$ cat config.mk
export PLATFORM = sky130hd
export DESIGN_NAME = spi_master_sequencer
export DESIGN_NICKNAME = d
export VERILOG_FILES = /design/src/rtl/spi_master_sequencer_pkg.sv /design/src/rtl/spi_master_sequencer_clk_tick.sv /design/src/rtl/spi_master_sequencer.sv
export SDC_FILE = /design/constraint.sdc
export NUM_CORES = 1
export LEC_CHECK = 0
export CAP_MARGIN = 20
export CORE_ASPECT_RATIO = 1.4
export CORE_MARGIN = 4
export CORE_UTILIZATION = 45
export CTS_CLUSTER_SIZE = 14
export DETAILED_ROUTE_END_ITERATION = 8
export MAX_ROUTING_LAYER = met4
export PLACE_DENSITY = 0.7
export SETUP_SLACK_MARGIN = 0.2
export SLEW_MARGIN = 15
export SYNTH_ARGS = -nofsm -noshare
export SYNTH_HDL_FRONTEND = slang
export SYNTH_SLANG_ARGS = --single-unit
$ cat constraint.sdc
create_clock -name clk -period 2.2 [get_ports clk]
set_input_delay 0.66 -clock clk [delete_from_list [all_inputs] [get_ports clk]]
set_output_delay 0.66 -clock clk [all_outputs]
set_load 0.005 [all_outputs]
$ cat src/rtl/spi_master_sequencer_pkg.sv
// Shared SPI definitions: sequencer state encoding, frame geometry and frame builder.
package spi_master_sequencer_pkg;

    localparam int FRAME_BITS = 16;
    localparam int ADDR_BITS  = 7;
    localparam int DATA_BITS  = 8;

    typedef enum logic [2:0] {
        ST_IDLE  = 3'd0,
        ST_SETUP = 3'd1,
        ST_SHIFT = 3'd2,
        ST_HOLD  = 3'd3,
        ST_GAP   = 3'd4
    } seq_state_e;

    // Reads carry an all-zero data byte; the slave drives miso during that phase.
    function automatic logic [FRAME_BITS-1:0] build_frame(
        input logic                 rw,
        input logic [ADDR_BITS-1:0] addr,
        input logic [DATA_BITS-1:0] wdata
    );
        return {addr, rw, (rw ? {DATA_BITS{1'b0}} : wdata)};
    endfunction

endpackage

$ cat src/rtl/spi_master_sequencer_clk_tick.sv
// Half-period divider: while enabled, pulses tick on every CLKDIV-th clk cycle.
module spi_clk_tick #(
    parameter int CLKDIV = 4
) (
    input  logic clk,
    input  logic rst_n,
    input  logic enable,
    output logic tick
);

    localparam logic [7:0] LAST = 8'(CLKDIV - 1);

    logic [7:0] cnt_q;
    logic [7:0] cnt_d;

    // Next count: held at zero while disabled so every frame starts phase-aligned.
    always_comb begin
        cnt_d = cnt_q;
        if (!enable) begin
            cnt_d = 8'd0;
        end else if (cnt_q == LAST) begin
            cnt_d = 8'd0;
        end else begin
            cnt_d = cnt_q + 8'd1;
        end
    end

    // Tick decode from the registered count.
    always_comb begin
        tick = enable && (cnt_q == LAST);
    end

    // Counter register with synchronous reset.
    always_ff @(posedge clk) begin
        if (!rst_n) begin
            cnt_q <= 8'd0;
        end else begin
            cnt_q <= cnt_d;
        end
    end

endmodule

$ cat src/rtl/spi_master_sequencer.sv
// SPI mode-0 master: one 16-bit {addr, rw, data} frame per accepted command,
// with read data returned through a one-cycle response pulse.
module spi_master_sequencer
    import spi_master_sequencer_pkg::*;
#(
    parameter int CLKDIV = 4
) (
    input  logic                 clk,
    input  logic                 rst_n,
    input  logic                 cmd_valid,
    output logic                 cmd_ready,
    input  logic                 cmd_rw,
    input  logic [ADDR_BITS-1:0] cmd_addr,
    input  logic [DATA_BITS-1:0] cmd_wdata,
    output logic                 rsp_valid,
    output logic [DATA_BITS-1:0] rsp_rdata,
    output logic                 busy,
    output logic                 spi_cs,
    output logic                 spi_sclk,
    output logic                 spi_mosi,
    input  logic                 spi_miso
);

    seq_state_e              state_q;
    logic [FRAME_BITS-2:0]   shift_q;
    logic [DATA_BITS-1:0]    rx_q;
    logic [4:0]              bit_cnt_q;
    logic                    rw_q;
    logic                    cs_q;
    logic                    sclk_q;
    logic                    mosi_q;
    logic                    rsp_valid_q;
    logic [DATA_BITS-1:0]    rsp_rdata_q;
    logic                    busy_q;
    logic                    ready_q;
    logic                    tick_s;
    logic [FRAME_BITS-1:0]   frame_s;

    spi_clk_tick #(.CLKDIV(CLKDIV)) u_clk_tick (
        .clk    (clk),
        .rst_n  (rst_n),
        .enable (busy_q),
        .tick   (tick_s)
    );

    // Frame image of the command currently on the request port.
    always_comb begin
        frame_s = build_frame(cmd_rw, cmd_addr, cmd_wdata);
    end

    // Sequencer FSM; every bus and handshake output is a register updated here.
    always_ff @(posedge clk) begin
        if (!rst_n) begin
            state_q     <= ST_IDLE;
            shift_q     <= '0;
            rx_q        <= '0;
            bit_cnt_q   <= 5'd0;
            rw_q        <= 1'b0;
            cs_q        <= 1'b1;
            sclk_q      <= 1'b0;
            mosi_q      <= 1'b0;
            rsp_valid_q <= 1'b0;
            rsp_rdata_q <= '0;
            busy_q      <= 1'b0;
            ready_q     <= 1'b0;
        end else begin
            rsp_valid_q <= 1'b0;
            case (state_q)
                ST_IDLE: begin
                    ready_q <= 1'b1;
                    if (cmd_valid && ready_q) begin
                        state_q   <= ST_SETUP;
                        ready_q   <= 1'b0;
                        busy_q    <= 1'b1;
                        cs_q      <= 1'b0;
                        sclk_q    <= 1'b0;
                        rw_q      <= cmd_rw;
                        mosi_q    <= frame_s[FRAME_BITS-1];
                        shift_q   <= frame_s[FRAME_BITS-2:0];
                        bit_cnt_q <= 5'd0;
                        rx_q      <= '0;
                    end
                end
                ST_SETUP: begin
                    if (tick_s) begin
                        state_q <= ST_SHIFT;
                        sclk_q  <= 1'b1;
                    end
                end
                ST_SHIFT: begin
                    if (tick_s) begin
                        if (sclk_q) begin
                            // Falling edge: next bit out; the 16th fall opens HOLD.
                            sclk_q    <= 1'b0;
                            mosi_q    <= shift_q[FRAME_BITS-2];
                            shift_q   <= {shift_q[FRAME_BITS-3:0], 1'b0};
                            bit_cnt_q <= bit_cnt_q + 5'd1;
                            if (bit_cnt_q == 5'd15) begin
                                state_q <= ST_HOLD;
                            end
                        end else begin
                            sclk_q <= 1'b1;
                            if (bit_cnt_q >= 5'd8) begin
                                rx_q <= {rx_q[DATA_BITS-2:0], spi_miso};
                            end
                        end
                    end
                end
                ST_HOLD: begin
                    if (tick_s) begin
                        state_q     <= ST_GAP;
                        cs_q        <= 1'b1;
                        rsp_valid_q <= 1'b1;
                        rsp_rdata_q <= rw_q ? rx_q : {DATA_BITS{1'b0}};
                    end
                end
                ST_GAP: begin
                    if (tick_s) begin
                        state_q   <= ST_IDLE;
                        busy_q    <= 1'b0;
                        ready_q   <= 1'b1;
                        bit_cnt_q <= 5'd0;
                    end
                end
                default: begin
                    state_q <= ST_IDLE;
                    cs_q    <= 1'b1;
                    sclk_q  <= 1'b0;
                    busy_q  <= 1'b0;
                    ready_q <= 1'b0;
                end
            endcase
        end
    end

    assign cmd_ready = ready_q;
    assign rsp_valid = rsp_valid_q;
    assign rsp_rdata = rsp_rdata_q;
    assign busy      = busy_q;
    assign spi_cs    = cs_q;
    assign spi_sclk  = sclk_q;
    assign spi_mosi  = mosi_q;

endmodule
==> out/summary.txt, run 1 <==
number of buffers inserted by port buffering: 33
CTS Sinks: 54
Chip Height: 97.2 µm
multiplexer share of the synthesized area: 0.00782
CP endpoint kind: register
global placement routability congestion: 0.875
Yosys reg bits: 54
core box area: 5530 µm²
Final ANT Viol Nets: 0
largest net degree at the start of global routing: 20
first-pass GRT wire length: 10.5 mm
final core occ: 0.593
Post-synth ARST share: 0
IO Count: 34
fraction of the mapped netlist area in adder cells: 0.0196
antenna diode count: 0
Worst Path Required: 2.42 ns
max-slew violation count: 0
Post-Syn Instances: 299
H-tree Lvls: 2
drt pass-1 iters: 4
full die area: 6980 µm²
crit path kind: reg -> reg
Compound-Gate Fraction of Synth Area: 0.222
worst min-delay path category: reg -> reg
Hold WS: 0.454 ns
number of max-cap violations: 0
Fin Setup TNS: 0 ns
placed insts: 398
P per Cell Area: 584 nW/µm²
crit path max fanout: 8
fin crit period: 2.01 ns
Final Instance Area: 3280 µm²
P_leak: 0.00114 µW
dpl hpwl: 4.47 mm
leading cell type by number of instances after synthesis: dfxtp_1
Avg WL per Cell: 15.7 µm
Synth top cells by count: dfxtp_1 (54), a21oi_1 (42), nand2_1 (36)
WL final: 6.52 mm
critical path arrival: 2.23 ns
Slew @ Worst Pin: 0.546 ns
share of cells above drive strength 1: 0.173
Syn Area/Cell: 8.56 µm²
final std cells w/o fill: 415
Die X: 71.7 µm
Placed Area: 3010 µm²
via/cell ratio: 5.75
Top FF cell, synth: dfxtp_1
Post-Synth XOR/XNOR Area: 0.0274
post-synthesis simple-gate area fraction: 0.240
Post-synth EDFFs: 0
initial DRC count: 100
Synthesized Nets: 323
# rows: 32
Reg clk slew, reported paths: 0.10 ns
Residual DRC: 0
area grow syn2layout: 28.0%
TritonCTS buffer count: 5
Seq/Total Area, Yosys: 0.422
Mapped Area: 2560 µm²
Synth top area share: 0.422
clk_lat worst skew: 0.31 ns
Final Hold Viols: 0
via count: 2386
ranking of synthesized cells by area: dfxtp_1 (42%), a21oi_1 (8.2%), nand2_1 (5.3%), a311oi_1 (5.1%), nand3_1 (3.7%)
unrepaired setup endpoints after global routing: yes
Global Route Usage Sum: 0.188
# setup viols final: 0
largest family of logic cells by synthesized area: simple AND/OR/NAND/NOR gates
total grt overflow: 0
Starting Density: 0.463
final cycle utilization of the critical path: 0.913
CTS root buf: clkbuf_8
post-synth top area cell: dfxtp_1
initial antenna violation count: 0
outcome: finished, final reports clean
fmax: 0.498 GHz
CTS tree: yes
worst IR drop on VDD: 0.000320 V
Worst slew margin: 0.636
Clock Tree Buf Depth: 2
Worst Skew: 0.00709 ns
Synth warnings: 0
count of cell types in the netlist: 48
Setup crit start kind: register
nets@finish: 370
vias in the first global route: 2258
==> repair_timing <==
item                                    CTS  global route
gates cloned                              1             1
buffers inserted                          1             6
endpoints found under the setup margin   20            34
pin swaps                                 5            15
hold buffers                              0             0
gates resized for setup                   6            19
==> flip-flops by register name (all words and copies together), names as in the netlist <==
register,count
bit_cnt_q,5
busy,1
cmd_ready,1
rsp_rdata,8
rsp_valid,1
rw_q,1
rx_q,8
shift_q,15
spi_cs,1
spi_mosi,1
spi_sclk,1
state_q,3
u_clk_tick.cnt_q,8
==> critical path, cell delays in order (launching register included) <==
cell and delay [ns]:
dfxtp_4 0.38, ha_4 0.15, or4b_4 0.47, buf_6 0.15, o31ai_4 0.27, buf_6 0.20, a21oi_1 0.07, a311oi_1 0.23
==> routing by layer <==
metal | global-route usage | routed length, µm | up-vias | part of all wire
li1 | - | - | 1183 | -
met1 | 0.220 | 2720 | 1142 | 0.42
met2 | 0.317 | 3410 | 49 | 0.52
met3 | 0.0280 | 276 | 12 | 0.042
met4 | 0.0781 | 124 | 0 | 0.019
met5 | - | 0 | - | 0
==> where the power goes <==
part	internal [µW]	switching [µW]	leakage, µW
registers	1010	28.1	0.000441
clock network	336	333	0.0000579
logic	109	101	0.000642
==> placed cells by master, fill, tap and decap left out, types with 3 or more instances in the layout <==
cell,n
xor2_1,5
inv_1,8
o21ai_0,14
a311oi_1,13
or2_2,3
clkbuf_8,5
a21oi_1,39
nor2_1,16
nand2_1,36
buf_6,4
and3_1,4
nand3_1,19
dfxtp_1,49
ha_1,3
xnor2_1,3
dfxtp_4,3
clkdlybuf4s50_1,32
buf_4,23
nor3_1,4
nand3b_1,11
nand4_1,9
==> path summary, 6_finish.rpt <==
check | from | end | slack (ns) | cells after the start
worst max-delay path | u_clk_tick.cnt_q[1] | shift_q[13] | 0.19 | 7
worst min-delay path | rsp_rdata[1] | rsp_rdata[1] | 0.45 | 2
worst min register to register | rsp_rdata[1] | rsp_rdata[1] | 0.45 | 2
worst max register to register | u_clk_tick.cnt_q[1] | shift_q[13] | 0.19 | 7
==> metrics by stage <==
step	setup slack (ns)	total power, µW
2_1_floorplan	0.198	1160
3_3_place_gp	0.00974	1240
3_5_place_dp	-0.0413	1250
4_1_cts	0.185	1910
5_1_grt	0.117	1980
6_report	0.190	1910
==> logic make-up after synthesis <==
| group | Yosys count |
|---|---|
| fa+ha+maj | 4 |
| simple gates | 115 |
| compound gates | 87 |
| flops | 54 |
| mux | 2 |
| xor+xnor | 8 |
| buf+inv | 29 |
==> area by class of cell <==
| class | instances | area (µm²) |
|---|---|---|
| Fill cell | 509 | 2250 |
| Multi-Input combinational cell | 217 | 1410 |
| Sequential cell | 54 | 1090 |
| Timing Repair Buffer | 60 | 551 |
| Tap cell | 68 | 85.1 |
| Clock buffer | 5 | 68.8 |
| Clock inverter | 3 | 40.0 |
| Inverter | 8 | 30.0 |
Power figures use the tool's default switching activity.
==> run 2, diff against run 1 <==
Settings changed: CORE_ASPECT_RATIO 1.4 to not set.
==> out/summary.txt, run 2 (synthesized netlist as in run 1, its figures left out) <==
unrepaired setup endpoints after global routing: yes
worst min-delay path category: reg -> reg
antenna diode count: 0 (unchanged)
r2r endpoint: shift_q[0]
fmax: 0.491 GHz (-1.3%)
fin crit period: 2.04 ns (+0.0274 ns)
slowest stage delay, CP: 0.51 ns (+0.04 ns)
CTS Sinks: 54 (unchanged)
P per Cell Area: 561 nW/µm² (-3.9%)
largest register by flop count: shift_q
vias in the first global route: 2238 (-0.89%)
Reg clk slew, reported paths: 0.10 ns (about the same)
Worst Skew: 0.00716 ns (+0.0000673 ns)
Worst Path Required: 2.44 ns (+0.02 ns)
CP max stage cell: or4b_4
total grt overflow: 0 (unchanged)
IO Count: 34 (unchanged)
Final ANT Viol Nets: 0 (unchanged)
dpl hpwl: 4.25 mm (-4.9%)
Final Hold Viols: 0 (unchanged)
Global Route Usage Sum: 0.184 (-0.00490)
crit path kind: reg -> reg
cts hold-fix bufs: 0 (unchanged)
# rows: 27 (-16%)
initial antenna violation count: 0 (unchanged)
# setup viols final: 0 (unchanged)
Residual DRC: 0 (unchanged)
reg-to-reg setup timing slack: 0.16 ns (-0.03 ns)
leading cell type in the layout, fill and taps excluded: dfxtp_1
nets@finish: 362 (-2.2%)
M1 GR Usage: 0.232 (+0.0115)
Crit path depth: 5 (-2)
final std cells w/o fill: 411 (-0.96%)
number of buffers inserted by port buffering: 33 (unchanged)
outcome: finished, final reports clean
initial DRC count: 158 (+58%)
CTS tree: yes
Final Worst Setup Slack: 0.163 ns (-0.0274 ns)
Die X: 83.4 µm (+16%)
Setup crit start kind: register
P_leak: 0.00107 µW (-6.0%)
CP cell instances: ha_4, or4b_4, o31ai_4, and2_4, mux2i_1
worst slack, placed: -0.0214 ns (+0.0199 ns)
CP bufs+invs: 0 (-2)
core box area: 5510 µm² (-0.34%)
crit path to: shift_q[0]
full die area: 6960 µm² (-0.24%)
worst reg2reg path depth: 5 (-2)
max FFs per register: 15 (unchanged)
Starting Density: 0.465 (+0.00158)
commonest cells after routing, fill and taps aside: dfxtp_1 (50), nand2_1 (36), clkdlybuf4s50_1 (33)
WL final: 6.35 mm (-2.7%)
Avg WL per Cell: 15.4 µm (-1.7%)
total power: 1830 µW (-4.1%)
crit path max fanout: 16 (+8)
via/cell ratio: 5.75 (about the same)
Slew @ Worst Pin: 0.577 ns (+0.0310 ns)
Worst R2R Start: u_clk_tick.cnt_q[0]
CP endpoint kind: register
H-tree Lvls: 2 (unchanged)
global placement routability congestion: 0.811 (-7.3%)
TritonCTS buffer count: 5 (unchanged)
routing usage on met2: 0.295 (-0.0221)
largest net degree at the start of global routing: 28 (+40%)
CTS root buf: clkbuf_8
critical path arrival: 2.28 ns (+0.05 ns)
area grow syn2layout: 27.7%
crit-path leading delay family: simple AND/OR/NAND/NOR gates
worst IR drop on VDD: 0.000267 V (-17%)
Clock Tree Buf Depth: 2 (unchanged)
HP Start: u_clk_tick.cnt_q[0]
first-pass GRT wire length: 10.5 mm (unchanged)
Worst slew margin: 0.615 (-0.0207)
Chip Height: 83.4 µm (-14%)
share of cells above drive strength 1: 0.195 (+0.0218)
met3 usage: 0.0367 (+0.00876)
placed insts: 399 (+0.25%)
drt pass-1 iters: 4 (unchanged)
most crowded layer after global routing: met2
number of max-cap violations: 0 (unchanged)
final cycle utilization of the critical path: 0.926 (+0.0124)
max-slew violation count: 0 (unchanged)
clk_lat worst skew: 0.31 ns (about the same)
via count: 2362 (-1.0%)
final core occ: 0.594 (about the same)
Setup crit start: u_clk_tick.cnt_q[0]
[run 2: cell count changes in the layout (fill, tap and decap cells not counted), moves of 2 or more]
cell      change
a21oi_2      +10
a21oi_1       -9
buf_4         -8
nand3_1       -8
nand3_2       +7
clkinv_2      -2
clkinv_4      +2
[run 2: final cells by class]
type | count | area, µm²
clock buffer | 6 | 82.6
sequential | 54 | 1090
clock inverter | 2 | 17.5
tap | 72 | 90.1
multi-input combinational | 216 | 1460
inverter | 8 | 30.0
timing repair buffer | 53 | 499
fill | 486 | 2240
[run 2: how the worst min path moves through the flow]
stage	end	slack, ns	cells after the start
finish	u_clk_tick.cnt_q[0]	0.47	1
global route	u_clk_tick.cnt_q[0]	0.49	1
CTS	rsp_rdata[0]	0.46	2
detailed placement	rsp_rdata[0]	0.45	2
global placement	rsp_rdata[4]	0.44	2
floorplan	shift_q[0]	0.43	2
[run 2: metal layers]
layer | vias to the layer above | routed length [µm]
met5 | - | 0
met4 | 0 | 119
met3 | 11 | 349
met1 | 1098 | 2800
li1 | 1172 | -
met2 | 81 | 3080
[run 2: worst register-to-register path, delay by kind of cell (launching register included)]
family,cells,cell delay [ns]
and+or+nand+nor,2,0.85
DFF,1,0.39
AOI/OAI and AO/OA,1,0.39
muxes,1,0.22
adders and majority gates,1,0.14
[run 2: power by group]
part           switching (µW)  leakage, µW  internal (µW)
sequential               28.2     0.000440           1010
clock                     341    0.0000514            260
combinational            96.3     0.000581            101
[run 2: repair_timing]
item                                    in CTS  in global routing
gates cloned                                 0                  1
setup buffers                                1                  2
endpoints found under the setup margin      12                 37
resized for setup                            2                 36
pin swaps                                    1                 25
[run 2: through the flow]
stage,area (µm²),setup TNS [ns],hold slack (ns)
finish,3270,0,0.465
global route,3270,0,0.490
CTS,3110,0,0.460
detailed placement,2990,-0.0214,0.447
global placement,2990,0,0.443
floorplan,2570,0,0.435
